--- config.mk ---
export PLATFORM = sky130hd
export DESIGN_NAME = rr_burst_scheduler
export DESIGN_NICKNAME = d
export VERILOG_FILES = /design/src/rtl/rr_burst_pkg.sv /design/src/rtl/rr_pick.sv /design/src/rtl/rr_burst_scheduler.sv
export SDC_FILE = /design/constraint.sdc
export NUM_CORES = 1
export LEC_CHECK = 0
export CORE_AREA = 2 2 54 56
export DETAILED_ROUTE_END_ITERATION = 6
export DIE_AREA = 0 0 56 58
export HOLD_SLACK_MARGIN = 0.15
export PLACE_DENSITY = 0.79
export SYNTH_ARGS = -nofsm -noshare
export SYNTH_HDL_FRONTEND = slang
export SYNTH_SLANG_ARGS = --single-unit
--- constraint.sdc ---
create_clock -name clk -period 3.8 [get_ports clk]
set_input_delay 1.14 -clock clk [delete_from_list [all_inputs] [get_ports clk]]
set_output_delay 1.14 -clock clk [all_outputs]
set_load 0.02 [all_outputs]
--- src/rtl/rr_burst_pkg.sv ---
// Shared types and helpers for the round-robin burst scheduler.
// Holds the FSM encoding, the width helper and the post-reset priority pointer.
package rr_burst_pkg;

  typedef enum logic {
    IDLE  = 1'b0,
    BURST = 1'b1
  } state_t;

  localparam int PTR_RESET = 0;

  // Never returns 0 so that counters/indices always have at least one bit.
  function automatic int clog2_w(input int v);
    return (v <= 2) ? 1 : $clog2(v);
  endfunction

endpackage

--- src/rtl/rr_pick.sv ---
// Combinational rotate-priority picker: first set request at or after ptr, wrapping mod N.
module rr_pick
  import rr_burst_pkg::*;
#(
  parameter int N = 4,
  localparam int IW = clog2_w(N)
) (
  input  logic [N-1:0]  req,
  input  logic [IW-1:0] ptr,
  output logic          any,
  output logic [IW-1:0] idx,
  output logic [N-1:0]  onehot
);

  logic [IW:0] pos;

  // Walk from the lowest priority slot up so the slot nearest ptr overwrites last.
  always_comb begin
    any    = |req;
    idx    = '0;
    onehot = '0;
    pos    = '0;
    for (int k = N - 1; k >= 0; k--) begin
      pos = {1'b0, ptr} + (IW + 1)'(k);
      if (pos >= (IW + 1)'(N)) pos = pos - (IW + 1)'(N);
      if (req[pos[IW-1:0]]) idx = pos[IW-1:0];
    end
    if (any) onehot[idx] = 1'b1;
  end

endmodule

--- src/rtl/rr_burst_scheduler.sv ---
// Round-robin owner of a burst resource: holds a grant for req_len+1 beats of beat_done,
// with a watchdog that force-releases an owner that stops producing beats.
module rr_burst_scheduler
  import rr_burst_pkg::*;
#(
  parameter int N       = 4,
  parameter int LEN_W   = 4,
  parameter int TIMEOUT = 64,
  localparam int IW = clog2_w(N)
) (
  input  logic               clk,
  input  logic               rst,
  input  logic [N-1:0]       req,
  input  logic [N*LEN_W-1:0] req_len,
  input  logic               beat_done,
  output logic [N-1:0]       gnt,
  output logic [IW-1:0]      gnt_idx,
  output logic               gnt_valid,
  output logic [LEN_W-1:0]   beats_left,
  output logic               timeout_err,
  output logic               fsm_state
);

  localparam int WD_W = clog2_w(TIMEOUT);
  localparam logic [WD_W-1:0] WD_LAST = WD_W'(TIMEOUT - 1);

  state_t           state_q, state_nx;
  logic [IW-1:0]    ptr_q, ptr_nx;
  logic [WD_W-1:0]  wdog_q, wdog_nx;
  logic [N-1:0]     gnt_q, gnt_nx;
  logic [IW-1:0]    idx_q, idx_nx;
  logic             valid_q, valid_nx;
  logic [LEN_W-1:0] beats_q, beats_nx;
  logic             terr_q, terr_nx;

  logic [LEN_W-1:0] len_arr [N];
  logic [IW-1:0]    pick_ptr;
  logic             pick_any;
  logic [IW-1:0]    pick_idx;
  logic [N-1:0]     pick_onehot;

  function automatic logic [IW-1:0] next_ptr(input logic [IW-1:0] i);
    return (int'(i) == N - 1) ? '0 : i + 1'b1;
  endfunction

  always_comb begin
    for (int i = 0; i < N; i++) len_arr[i] = req_len[i*LEN_W +: LEN_W];
  end

  // One picker serves both paths: in BURST it only matters on the final beat,
  // where the rotated pointer makes the outgoing owner lowest priority.
  assign pick_ptr = (state_q == BURST) ? next_ptr(idx_q) : ptr_q;

  rr_pick #(.N(N)) u_pick (
    .req    (req),
    .ptr    (pick_ptr),
    .any    (pick_any),
    .idx    (pick_idx),
    .onehot (pick_onehot)
  );

  always_ff @(posedge clk) begin
    if (rst) begin
      state_q <= IDLE;
      ptr_q   <= IW'(PTR_RESET);
      wdog_q  <= '0;
      gnt_q   <= '0;
      idx_q   <= '0;
      valid_q <= 1'b0;
      beats_q <= '0;
      terr_q  <= 1'b0;
    end else begin
      state_q <= state_nx;
      ptr_q   <= ptr_nx;
      wdog_q  <= wdog_nx;
      gnt_q   <= gnt_nx;
      idx_q   <= idx_nx;
      valid_q <= valid_nx;
      beats_q <= beats_nx;
      terr_q  <= terr_nx;
    end
  end

  always_comb begin
    state_nx = state_q;
    ptr_nx   = ptr_q;
    wdog_nx  = wdog_q;
    gnt_nx   = gnt_q;
    idx_nx   = idx_q;
    valid_nx = valid_q;
    beats_nx = beats_q;
    terr_nx  = 1'b0;
    case (state_q)
      IDLE: begin
        if (pick_any) begin
          state_nx = BURST;
          gnt_nx   = pick_onehot;
          idx_nx   = pick_idx;
          valid_nx = 1'b1;
          beats_nx = len_arr[pick_idx];
          wdog_nx  = '0;
        end
      end
      BURST: begin
        if (beat_done) begin
          wdog_nx = '0;
          if (beats_q != '0) begin
            beats_nx = beats_q - 1'b1;
          end else begin
            ptr_nx = next_ptr(idx_q);
            if (pick_any) begin
              gnt_nx   = pick_onehot;
              idx_nx   = pick_idx;
              beats_nx = len_arr[pick_idx];
            end else begin
              state_nx = IDLE;
              gnt_nx   = '0;
              idx_nx   = '0;
              valid_nx = 1'b0;
              beats_nx = '0;
            end
          end
        end else if (wdog_q == WD_LAST) begin
          // Forced release skips arbitration, leaving exactly one idle cycle.
          state_nx = IDLE;
          ptr_nx   = next_ptr(idx_q);
          gnt_nx   = '0;
          idx_nx   = '0;
          valid_nx = 1'b0;
          beats_nx = '0;
          wdog_nx  = '0;
          terr_nx  = 1'b1;
        end else begin
          wdog_nx = wdog_q + 1'b1;
        end
      end
      default: state_nx = IDLE;
    endcase
  end

  always_comb begin
    gnt         = gnt_q;
    gnt_idx     = idx_q;
    gnt_valid   = valid_q;
    beats_left  = beats_q;
    timeout_err = terr_q;
    fsm_state   = (state_q == BURST);
  end

endmodule

Word-level counts from Yosys, hierarchy flattened --
Index checks and enable logic that the tools add are counted. W data, S select, Z words.
Storage, ports and cells: register bits 21, bits of input ports 23, output and inout port bits 13
Operators by class: add/subtract/negate cells 10, $lt $le $gt $ge 11, equality and inequality tests 7, mux-type cells 59, bitwise operators 2, reductions and logical operators 9
Operators by type and width (number):
- $mux W4 | 11
- $mux W2 | 18
- $mux W6 | 3
- $pmux W4 S2 | 2
- $lt A2 B3 Y1 const B | 5
- $mux W1 | 15
- $ge A3 B3 Y1 const B | 4
- $pmux W6 S2 | 1
- $bmux W1 S2 | 4
- $bmux W4 S2 | 1
- $sub A2 B1 Y2 const B | 4
- $add A2 B2 Y3 const B | 2
- $add A6 B1 Y6 const B | 1
- $eq A6 B6 Y1 const B | 1
- $ne A3 B3 Y1 const B | 2
- $reduce_and A3 Y1 | 2
- $ne A2 B2 Y1 const B | 2
- $pmux W1 S2 | 2
- $pmux W2 S2 | 1
- $reduce_and A4 Y1 | 1
- $reduce_bool A4 Y1 | 1
- $reduce_or A4 Y1 | 1
- $sub A4 B1 Y4 const B | 1
- $add A2 B1 Y3 const B | 1
- other kinds (12) | 12

Longest topological paths before layout --
depth after elaboration 20, mapped depth 9

Cells and area by module --
From an unflattened synthesis, not the netlist that was laid out.
Second synthesis, totals: cells, all modules 156, area, all modules 1375.1 um^2
By module, submodules not included:
- rr_burst_scheduler | instances 1, cells each 122, area an instance 1156.1 um^2, seq. area each 420.4 um^2
- rr_pick | instances 1, cells each 34, area an instance 219.0 um^2, seq. area each 0.0 um^2

Worst setup path before layout --
OpenSTA, ideal clock, no wires.
path type input port to flip-flop, from input req[0], to register beats_q[3] (netlist: beats_left[3]), setup time 0.146 ns, arrival time 2.367 ns, required time 3.654 ns, setup slack 1.288 ns, stages 6, buffers on the path 0, path through or4_1 -> o211ai_1 -> o21bai_1 -> nor2_1 -> o21ai_1 -> a211oi_1
Between the ends: longest elaborated chain between the ends 14, elaborated cells on any way between the ends 24, those cells by class 1 x eq/ne; 20 x mux; 1 x bitwise; 2 x reduce/logical
RTL lines:
- start: declaration | RTL line rr_burst_scheduler.sv:13 | input logic [N-1:0] req,
- $bmux W1 S2 | RTL line rr_pick.sv:26 | if (req[pos[IW-1:0]]) idx = pos[IW-1:0];
- $mux W1 (not written as such) | RTL line rr_pick.sv:26
- $mux W2 (4 in a row) | RTL line rr_pick.sv:26
- $not A2 Y3 (not written as such) | RTL line rr_burst_scheduler.sv:100, rr_burst_scheduler.sv:114
- $bmux W4 S2 | RTL line rr_burst_scheduler.sv:100, rr_burst_scheduler.sv:114
- $mux W4 (not written as such) (2 in a row) | RTL line rr_burst_scheduler.sv:100, rr_burst_scheduler.sv:114
- $mux W4 | RTL line rr_burst_scheduler.sv:111 | if (pick_any) begin
- $mux W4 | RTL line rr_burst_scheduler.sv:107 | if (beats_q != '0) begin
- $mux W4 | RTL line rr_burst_scheduler.sv:105 | if (beat_done) begin
- $pmux W4 S2 | RTL line rr_burst_scheduler.sv:93 | case (state_q)
- end signal: assignment | RTL line rr_burst_scheduler.sv:79 | beats_q <= beats_nx;
- end: declaration | RTL line rr_burst_scheduler.sv:33 | logic [LEN_W-1:0] beats_q, beats_nx;
Parallel ways exist; a longest one is shown, timed or not. The select of a mux whose other input is x is not followed. A chain may end at the register's enable or synchronous reset.

Worst setup path in the final report --
from input beat_done, to register gnt_q[2] (netlist: gnt[2])
Between the ends: longest elaborated chain between the ends 2, elaborated cells on any way between the ends 5, those cells by class 2 x eq/ne; 2 x mux; 1 x reduce/logical
RTL lines:
- start: declaration | RTL line rr_burst_scheduler.sv:15 | input logic beat_done,
- $ne A3 B3 Y1 (no line), or another cell as far along
- $reduce_and A3 Y1 (no line) or $pmux W4 S2 (tied branches)
- end signal: assignment | RTL line rr_burst_scheduler.sv:76 | gnt_q <= gnt_nx;
- end: declaration | RTL line rr_burst_scheduler.sv:30 | logic [N-1:0] gnt_q, gnt_nx;
Parallel ways exist; a longest one is shown, timed or not.

==> out/metrics.cfg <==
[die]
coreArea_mm2=0.002663
dieArea_mm2=0.003248
rows=19
die_h_um=58
die_x_um=56
top_level_ports=36
start_util=0.4873

[clock_network]
cts-buffers-inserted=3
cts.root.buffer_cell=clkbuf_4
tritoncts=done
clockBufferDepth=2
cts_setup_buffers=0
holdBufCountCts=0
clkLatencyLatePin_ns=0.31
cts.repair.resized=0
clk_pin_slew_ns=0.13
htree_levels=1
cts_sinks=21

[layout]
mostFrequentLayoutCells=35 x clkdlybuf4s50_1, 30 x nor2_1, 21 x dfxtp_1
area_growth_pct=28.93
final_common_cell=clkdlybuf4s50_1
nNetsFinal=227
drive_above_1_share=0.04020
fillCellCount=240
n_antenna_cell=0

[critical_path]
arrival_ns=3.19
path_common_cell=nor2_1
cp-end-kind=flip-flop
cp_slowest_stage_delay_ns=0.58
slowest_stage=clkdlybuf4s50_1
crit_buf_inv=1
worst-path-max-fanout=10
worstPathRequired_ns=3.99
cp_cell_sequence=clkdlybuf4s50_1 > nand2b_1 > a31oi_1 > nor2_1 > nand2_1 > a22oi_1 > nor2_1
critPathTopFamily=simple AND/OR/NAND/NOR gates
start_kind=primary input
path_class=in2reg

[grt]
grt_max_degree=22
grt_pass1_vias=1276
grt.total_usage=0.2127
grt_pass1_wl_um=5595
overflow=0
antenna_found_initial=0

[timing]
rsz0062_at_grt=no
fin_skew_ns=0.01579
slew_headroom=0.5239
min_period_ns=2.998
tns_ns=0
fmax_mhz=333.6
setup-violations-final=0
max_slew.worst_pin.slew_ns=0.7119
hold_viol=0
maxSlewViolCount=0
final.period_utilization=0.7889

[drt]
drcViolationCount=0
avgRoutedWirePerCell_um=13.97
first_pass_iters=4
vias_per_cell=5.739
drt-total-wl_um=3214
drt_iter0_drc=36
antenna_left=0
vias=1320

[placement]
gp_congestion=0.8753
dpl.hpwl_um=2530
portBuffers=35

[job]
cap_violations=0

[status]
outcome=completed

[synthesis]
synth_nets=193
synth_cells=166
synth_top_area_share=0.3240
ys_types=34
ys_seq_area_frac=0.3240
netlist.top_cell.by_area=dfxtp_1
syn_area_mm2=0.001297
yosysWarnings=0
synth_area_leaders=dfxtp_1 32%, mux2i_1 11%, nor2_1 8.7%
avgSynthCellArea_um2=7.816
ys_seq_elements=21

[power_and_ir_drop]
p_per_area_mw_per_mm2=347.8
p_total_mw=0.5819
vdd_drop_max_mv=0.2605
p_leak_nw=0.6805

[hold_path]
hp-class=reg2reg

==> power by group <==
group          internal (mW)  switching (mW)  total, mW
clock network         0.0393          0.0687      0.108
registers              0.236          0.0192      0.255
logic                  0.107           0.112      0.219
==> metal layers <==
metal  wire, um  GRT usage  part of all wire
met3        172    0.04688             0.054
met1       1390     0.2458              0.43
met4         29    0.06122            0.0090
met5          0          0                 0
met2       1620     0.3950              0.50
==> synthesized netlist by cell type <==
cell	n
and3_1	2
or3_1	1
buf_6	3
o21ai_1	1
xor2_1	1
or3b_4	1
a31oi_1	2
o21ai_0	7
o2111ai_1	1
nand3_1	5
nor3b_1	3
and2_1	1
a311oi_1	1
nor3_1	3
nor4_1	1
mux2i_1	14
clkbuf_1	4
nor2b_1	4
o21bai_1	1
mux2_2	1
a22oi_1	5
ha_1	4
o31a_1	1
or4_1	1
nand4_1	2
nand2b_1	6
o211ai_1	1
dfxtp_1	21
a21oi_1	17
and3_4	1
nor2_1	30
a211oi_1	4
inv_1	2
nand2_1	14
==> kinds of logic after synthesis <==
family / count (synthesis) / share of synthesized area
simple gates: 75 / 0.2806
compound gates: 41 / 0.1900
xor+xnor: 1 / 0.006751
fa+ha+maj: 4 / 0.03857
buf+inv: 9 / 0.04339
flops: 21 / 0.3240
mux: 15 / 0.1167
==> through the flow <==
step	hold WS, ns	area (um^2)	utilization	setup slack (ns)	std cells
finish	0.4689	1673	0.6283	0.8020	230
global route	0.5062	1673	0.6283	0.6739	230
CTS	0.4686	1673	0.6283	0.8781	230
detailed placement	0.4507	1645	0.6180	0.5412	226
global placement	0.4481	1645	0.6180	0.6032	226
floorplan	0.4368	1297	-	1.288	166
==> state kept, by name (all words and copies together) (netlist names) <==
name	count
beats_left	4
ptr_q	2
fsm_state	1
wdog_q	6
gnt	4
gnt_idx	2
gnt_valid	1
timeout_err	1
==> worst paths after layout <==
kind	from	to	slack, ns	cells past startpoint
max	beat_done	gnt[2]	0.80	7
max reg2reg	fsm_state	beats_left[0]	1.40	8
min reg2reg	ptr_q[0]	ptr_q[0]	0.47	2
min	ptr_q[0]	ptr_q[0]	0.47	2
==> worst reg2reg max path, cell delays in order, from the launching register on <==
cell and delay (ns):
dfxtp_1 0.72, mux2i_1 0.40, mux2i_1 0.22, o2111ai_1 0.11, buf_4 0.21, mux2i_1 0.13
mux2i_1 0.17, a21oi_1 0.09, a211oi_1 0.24
==> final cells by class <==
type,count,area [um^2],share of cell area
Clock inverter,1,5.005,0.002992
Multi-Input combinational cell,136,820.8,0.4907
Sequential cell,21,420.4,0.2513
Tap cell,31,38.79,0.02319
Clock buffer,3,22.52,0.01346
Timing Repair Buffer,36,357.8,0.2139
Inverter,2,7.507,0.004488
(Power assumes the default switching activity.)
==> variant 1 (same flow settings) <==
`TIMEOUT`: 64 -> 96.
--- a/src/rtl/rr_burst_scheduler.sv
+++ b/src/rtl/rr_burst_scheduler.sv
@@ -5,7 +5,7 @@
 #(
   parameter int N       = 4,
   parameter int LEN_W   = 4,
-  parameter int TIMEOUT = 64,
+  parameter int TIMEOUT = 96,
   localparam int IW = clog2_w(N)
 ) (
   input  logic               clk,
Behaviour: no difference found for any inputs over 10 cycles, from zero or initial values and one cycle with rst high; that may be too few to reach the edited logic, so the function may still have changed.
==> variant 1 against the unedited design <==
  * Worst hold slack worse by 0.0026 ns
  * Sequential share of layout area up 0.23 points
  * Routed wire length up 2.6%
  * Sequential power up 6%
  * Clock skew down 0.0089 ns
  * Clock power up 19%
  * Sequential cell count up 1
  * Final area up 3.8%
  * Worst setup slack worse by 0.019 ns
  * Area after synthesis up 2.6%
  * Total power up 9.9%
  * Via count up 5.3%
  * Critical path type unchanged
  * Largest power group unchanged
  * Highest routed layer unchanged
==> variant 1: results (changes against the unedited design) <==
stage	metric	value	unit	change
global_routing	first-pass GRT wire length	5640	µm	was 5600 µm
sta	Clock Skews	0.00689	ns	was 0.0158 ns
routing	drt via density	6.07		was 5.74
layout	Filler cells	255		was 240
layout	share of layout cells above drive strength 1	6.06	%	was 4.02%
worst_setup_path	CP arrival	3.26	ns	was 3.19 ns
power	Leakage	0.651	nW	was 0.681 nW
global_routing	largest net degree at the start of global routing	21		was 22
min_path	worst min-delay path endpoint	gnt_valid$_SDFFE_PP0P_		was ptr_q[0]$_SDFFE_PP0P_
layout	Nets	226		was 227
power	P_int	0.423	mW	was 0.382 mW
synthesis	top area cells in the synthesized netlist	dfxtp_1, mux2i_1, a21oi_1, nor2_1, o21ai_0		was dfxtp_1, mux2i_1, nor2_1, a21oi_1, nand2_1
clock_network	post-CTS resize count	0		unchanged
placement	global placer's final weighted congestion	0.822		was 0.875
worst_setup_path	largest stage delay on the critical path	0.50	ns	was 0.58 ns
global_routing	All-Layer GR Usage	21.6	%	was 21.3%
sta	worst slew pin tran	0.744	ns	was 0.712 ns
routing	Total Wirelength	3300	µm	was 3210 µm
power	worst ir drop on vdd	243	µV	was 261 µV
global_routing	number of global-route vias before repair	1334		was 1276
global_routing	GRT met2 Usage	36.1	%	was 39.5%
layout	max reg flops	7		was 6
worst_setup_path	R2R setup slack	1.20	ns	was 1.40 ns
synthesis	Yosys cell types	41		was 34
global_routing	GRT met1 Usage	26.6	%	was 24.6%
layout	n_diodes	0		unchanged
worst_setup_path	Reg2Reg Capture Point	beats_left[1]$_SDFFE_PP0P_		was beats_left[0]$_SDFFE_PP0P_
placement	post-DP HPWL	2570	µm	was 2530 µm
status	status	complete, no violations		unchanged
worst_setup_path	reg2reg path depth	6		was 8
synthesis	sequential share of the synthesized area	33.1	%	was 32.4%
worst_setup_path	crit path max fanout	9		was 10
min_path	Min-Delay Startpoint	gnt_valid$_SDFFE_PP0P_		was ptr_q[0]$_SDFFE_PP0P_
routing	Pre-antenna DRT Iters	5		was 4
global_routing	grt met3 use	4.91	%	was 4.69%
synthesis	Post-Syn Nets	191		was 193
synthesis	commonest cells in the netlist	dfxtp_1, nor2_1, a21oi_1		was nor2_1, dfxtp_1, a21oi_1
==> variant 1: cell types whose count changed in the layout (fill, tap and decap cells not counted), moves of 3 or more <==
cell | unedited run | this run
a32oi_1 | 0 | 4
inv_1 | 2 | 7
nand2_1 | 14 | 11
o21ai_0 | 7 | 11
nand2b_1 | 6 | 3
o21a_1 | 0 | 3
nor2_1 | 30 | 20
a211oi_1 | 4 | 1
==> variant 1: final cells by class <==
type,count,share of cell area [%]
Multi-Input combinational cell,129,48.2
Sequential cell,22,25.4
Clock buffer,4,2.09
Timing Repair Buffer,36,20.6
Tap cell,31,2.23
Inverter,7,1.51
==> variant 1: cells by family (layout without fill, tap and decap cells) <==
family | Yosys count | in the layout | synth area share, %
compound gates | 53 | 53 | 25.8
xor+xnor | 1 | 1 | 0.658
fa+ha+maj | 4 | 4 | 3.76
buf+inv | 13 | 47 | 4.04
flops | 22 | 22 | 33.1
mux | 15 | 15 | 11.6
simple gates | 56 | 56 | 21.1
==> variant 1: power by group through the flow <==
stage / Combinational, mW / Sequential, mW / Clock, mW
after floorplan: 0.137 / 0.288 / 0
after detailed placement: 0.238 / 0.274 / 0
after CTS: 0.240 / 0.269 / 0.131
after global routing: 0.263 / 0.273 / 0.145
final: 0.241 / 0.270 / 0.129
after global placement: 0.230 / 0.273 / 0
==> variant 1: worst max-delay path by stage <==
stage,startpoint,end,slack (ns),cells after the start
after floorplan,req[0],beats_left[2]$_SDFFE_PP0P_,1.15,7
after global placement,req[1],beats_left[2]$_SDFFE_PP0P_,0.62,8
after global routing,req[2],beats_left[0]$_SDFFE_PP0P_,0.68,7
after CTS,req[0],beats_left[2]$_SDFFE_PP0P_,0.82,8
final,req[1],beats_left[2]$_SDFFE_PP0P_,0.78,8
after detailed placement,req[0],beats_left[2]$_SDFFE_PP0P_,0.53,8
==> variant 1: stage by stage <==
stage                     utilization [%]  instances  setup WS (ns)  hold slack (ns)  cell area, µm²
after floorplan                         -        164           1.15            0.437            1330
after global placement               63.9        225          0.619            0.442            1700
after detailed placement             63.9        225          0.526            0.453            1700
after CTS                            65.2        229          0.823            0.470            1740
after global routing                 65.2        229          0.681            0.491            1740
final                                65.2        229          0.783            0.466            1740
==> variant 1: metal layers <==
metal | wire (µm) | share of wire, %
met1 | 1450 | 44
met2 | 1560 | 47
met3 | 230 | 7.0
met4 | 61 | 1.9
met5 | 0 | 0
==> variant 1: tightest hold or removal path: cells and delay by family, from the launching register on <==
| kind | cells | cell delay (ns) |
|---|---|---|
| AOI/OAI and AO/OA | 1 | 0.05 |
| DFF | 1 | 0.33 |
| and+or+nand+nor | 1 | 0.05 |
==> variant 2 (same flow settings) <==
Made on the original files. Reset style: asynchronous (`rst`), changed in one clocked block.
--- a/src/rtl/rr_burst_scheduler.sv
+++ b/src/rtl/rr_burst_scheduler.sv
@@ -59,7 +59,7 @@
     .onehot (pick_onehot)
   );
 
-  always_ff @(posedge clk) begin
+  always_ff @(posedge clk or posedge rst) begin
     if (rst) begin
       state_q <= IDLE;
       ptr_q   <= IW'(PTR_RESET);
Function: differs if rst is asserted again (counterexample within 4 cycles, from zero or initial values and one cycle with rst high); with rst held inactive, the same outputs for 10 cycles.
==> variant 2 against the unedited design <==
  * Routed wire length is 6.3% higher
  * Worst setup slack worse by 0.079 ns
  * Area after synthesis rose by 7.7%
  * Clock skew decreased by 0.012 ns
  * Sequential cell count is the same
  * Final area grew 6.7%
  * Critical path depth is 1 lower
  * Critical path type unchanged
  * Highest routed layer unchanged
Power is not compared: it rests on default switching activity, and its combinational part moved more than twofold at a synthesized area within 25%.
==> variant 2: results (changes against the unedited design) <==
stage	metric	value	unit	change
worst_setup_path	cell family with most CP delay	multiplexers		was simple AND/OR/NAND/NOR gates
min_path	WHS Path Cells	1		was 2
worst_setup_path	crit path max fanout	9		was 10
global_routing	first-pass GRT wire length	6000	µm	was 5600 µm
placement	global placer's final weighted congestion	0.832		was 0.875
synthesis	sequential share of the synthesized area	37.6	%	was 32.4%
min_path	worst min-delay path endpoint	gnt[2]$_DFFE_PP0P_		was ptr_q[0]$_SDFFE_PP0P_
layout	Filler cells	223		was 240
routing	met3 wire length	156	µm	was 172 µm
routing	DR iter-0 viols	46		was 36
synthesis	mux contribution to synthesized area	4.66	%	was 11.7%
worst_setup_path	Reg2Reg Capture Point	beats_left[2]$_DFFE_PP0P_		was beats_left[0]$_SDFFE_PP0P_
sta	worst slew pin tran	0.808	ns	was 0.712 ns
routing	WL met1	1550	µm	was 1390 µm
synthesis	commonest cells in the netlist	dfrtp_1, nor2_1, nand2_1		was nor2_1, dfxtp_1, a21oi_1
synthesis	post-synthesis compound-gate area fraction	31.1	%	was 19.0%
routing	Total Wirelength	3420	µm	was 3210 µm
min_path	Min-Delay Startpoint	gnt[2]$_DFFE_PP0P_		was ptr_q[0]$_SDFFE_PP0P_
worst_setup_path	crit path from	req[1]		was beat_done
synthesis	Post-Syn Nets	178		was 193
synthesis	top area cells in the synthesized netlist	dfrtp_1, o31a_1, nor2_1, ha_1, a21oi_1		was dfxtp_1, mux2i_1, nor2_1, a21oi_1, nand2_1
sta	Clock Skews	0.00413	ns	was 0.0158 ns
placement	placed instance area	1760	µm²	was 1650 µm²
synthesis	Yosys cell types	41		was 34
global_routing	number of global-route vias before repair	1324		was 1276
status	status	complete, no violations		unchanged
synthesis	Post-Synth XOR/XNOR Area	0.627	%	was 0.675%
global_routing	GRT met2 Usage	37.3	%	was 39.5%
routing	metal2 WL	1660	µm	was 1620 µm
worst_setup_path	R2R setup slack	0.94	ns	was 1.40 ns
global_routing	grt met3 use	3.35	%	was 4.69%
worst_setup_path	CP arrival	3.27	ns	was 3.19 ns
sta	Final Max Slew Viols	0		unchanged
worst_setup_path	RR Startpoint	gnt_idx[0]$_DFFE_PP0P_		was fsm_state$_SDFF_PP0_
routing	Vias	1386		was 1320
placement	post-DP HPWL	2680	µm	was 2530 µm
synthesis	FFs w/ async S/R, synth	100	%	was 0%
global_routing	GRT met1 Usage	33.1	%	was 24.6%
global_routing	All-Layer GR Usage	23.0	%	was 21.3%
synthesis	Synth Flop Type	dfrtp_1		was dfxtp_1
## variant 2: report_power, final
| part | leakage (nW) | total, mW | internal (mW) | switching [mW] |
|---|---|---|---|---|
| Combinational | 0.458 | 0.624 | 0.288 | 0.335 |
| Sequential | 0.268 | 0.340 | 0.280 | 0.0597 |
| Clock | 0.0177 | 0.113 | 0.0394 | 0.0734 |
| Total | 0.744 | 1.08 | 0.608 | 0.468 |
## variant 2: through the flow
stage	setup WS [ns]	util (%)	instances	hold slack [ns]	power (mW)
finish	0.723	67.1	216	0.511	1.08
floorplan	1.23	-	151	0.457	0.760
global placement	0.476	66.0	212	0.480	0.945
detailed placement	0.410	66.0	212	0.486	0.962
global route	0.520	67.1	216	0.529	1.16
CTS	0.742	67.1	216	0.512	1.07
## variant 2: layout make-up
class / count / area share, %
multi-input combinational: 121 / 46.4
tap: 31 / 2.17
inverter: 4 / 0.841
clock buffer: 3 / 1.26
timing repair buffer: 35 / 19.6
clock inverter: 1 / 0.280
sequential: 21 / 29.4
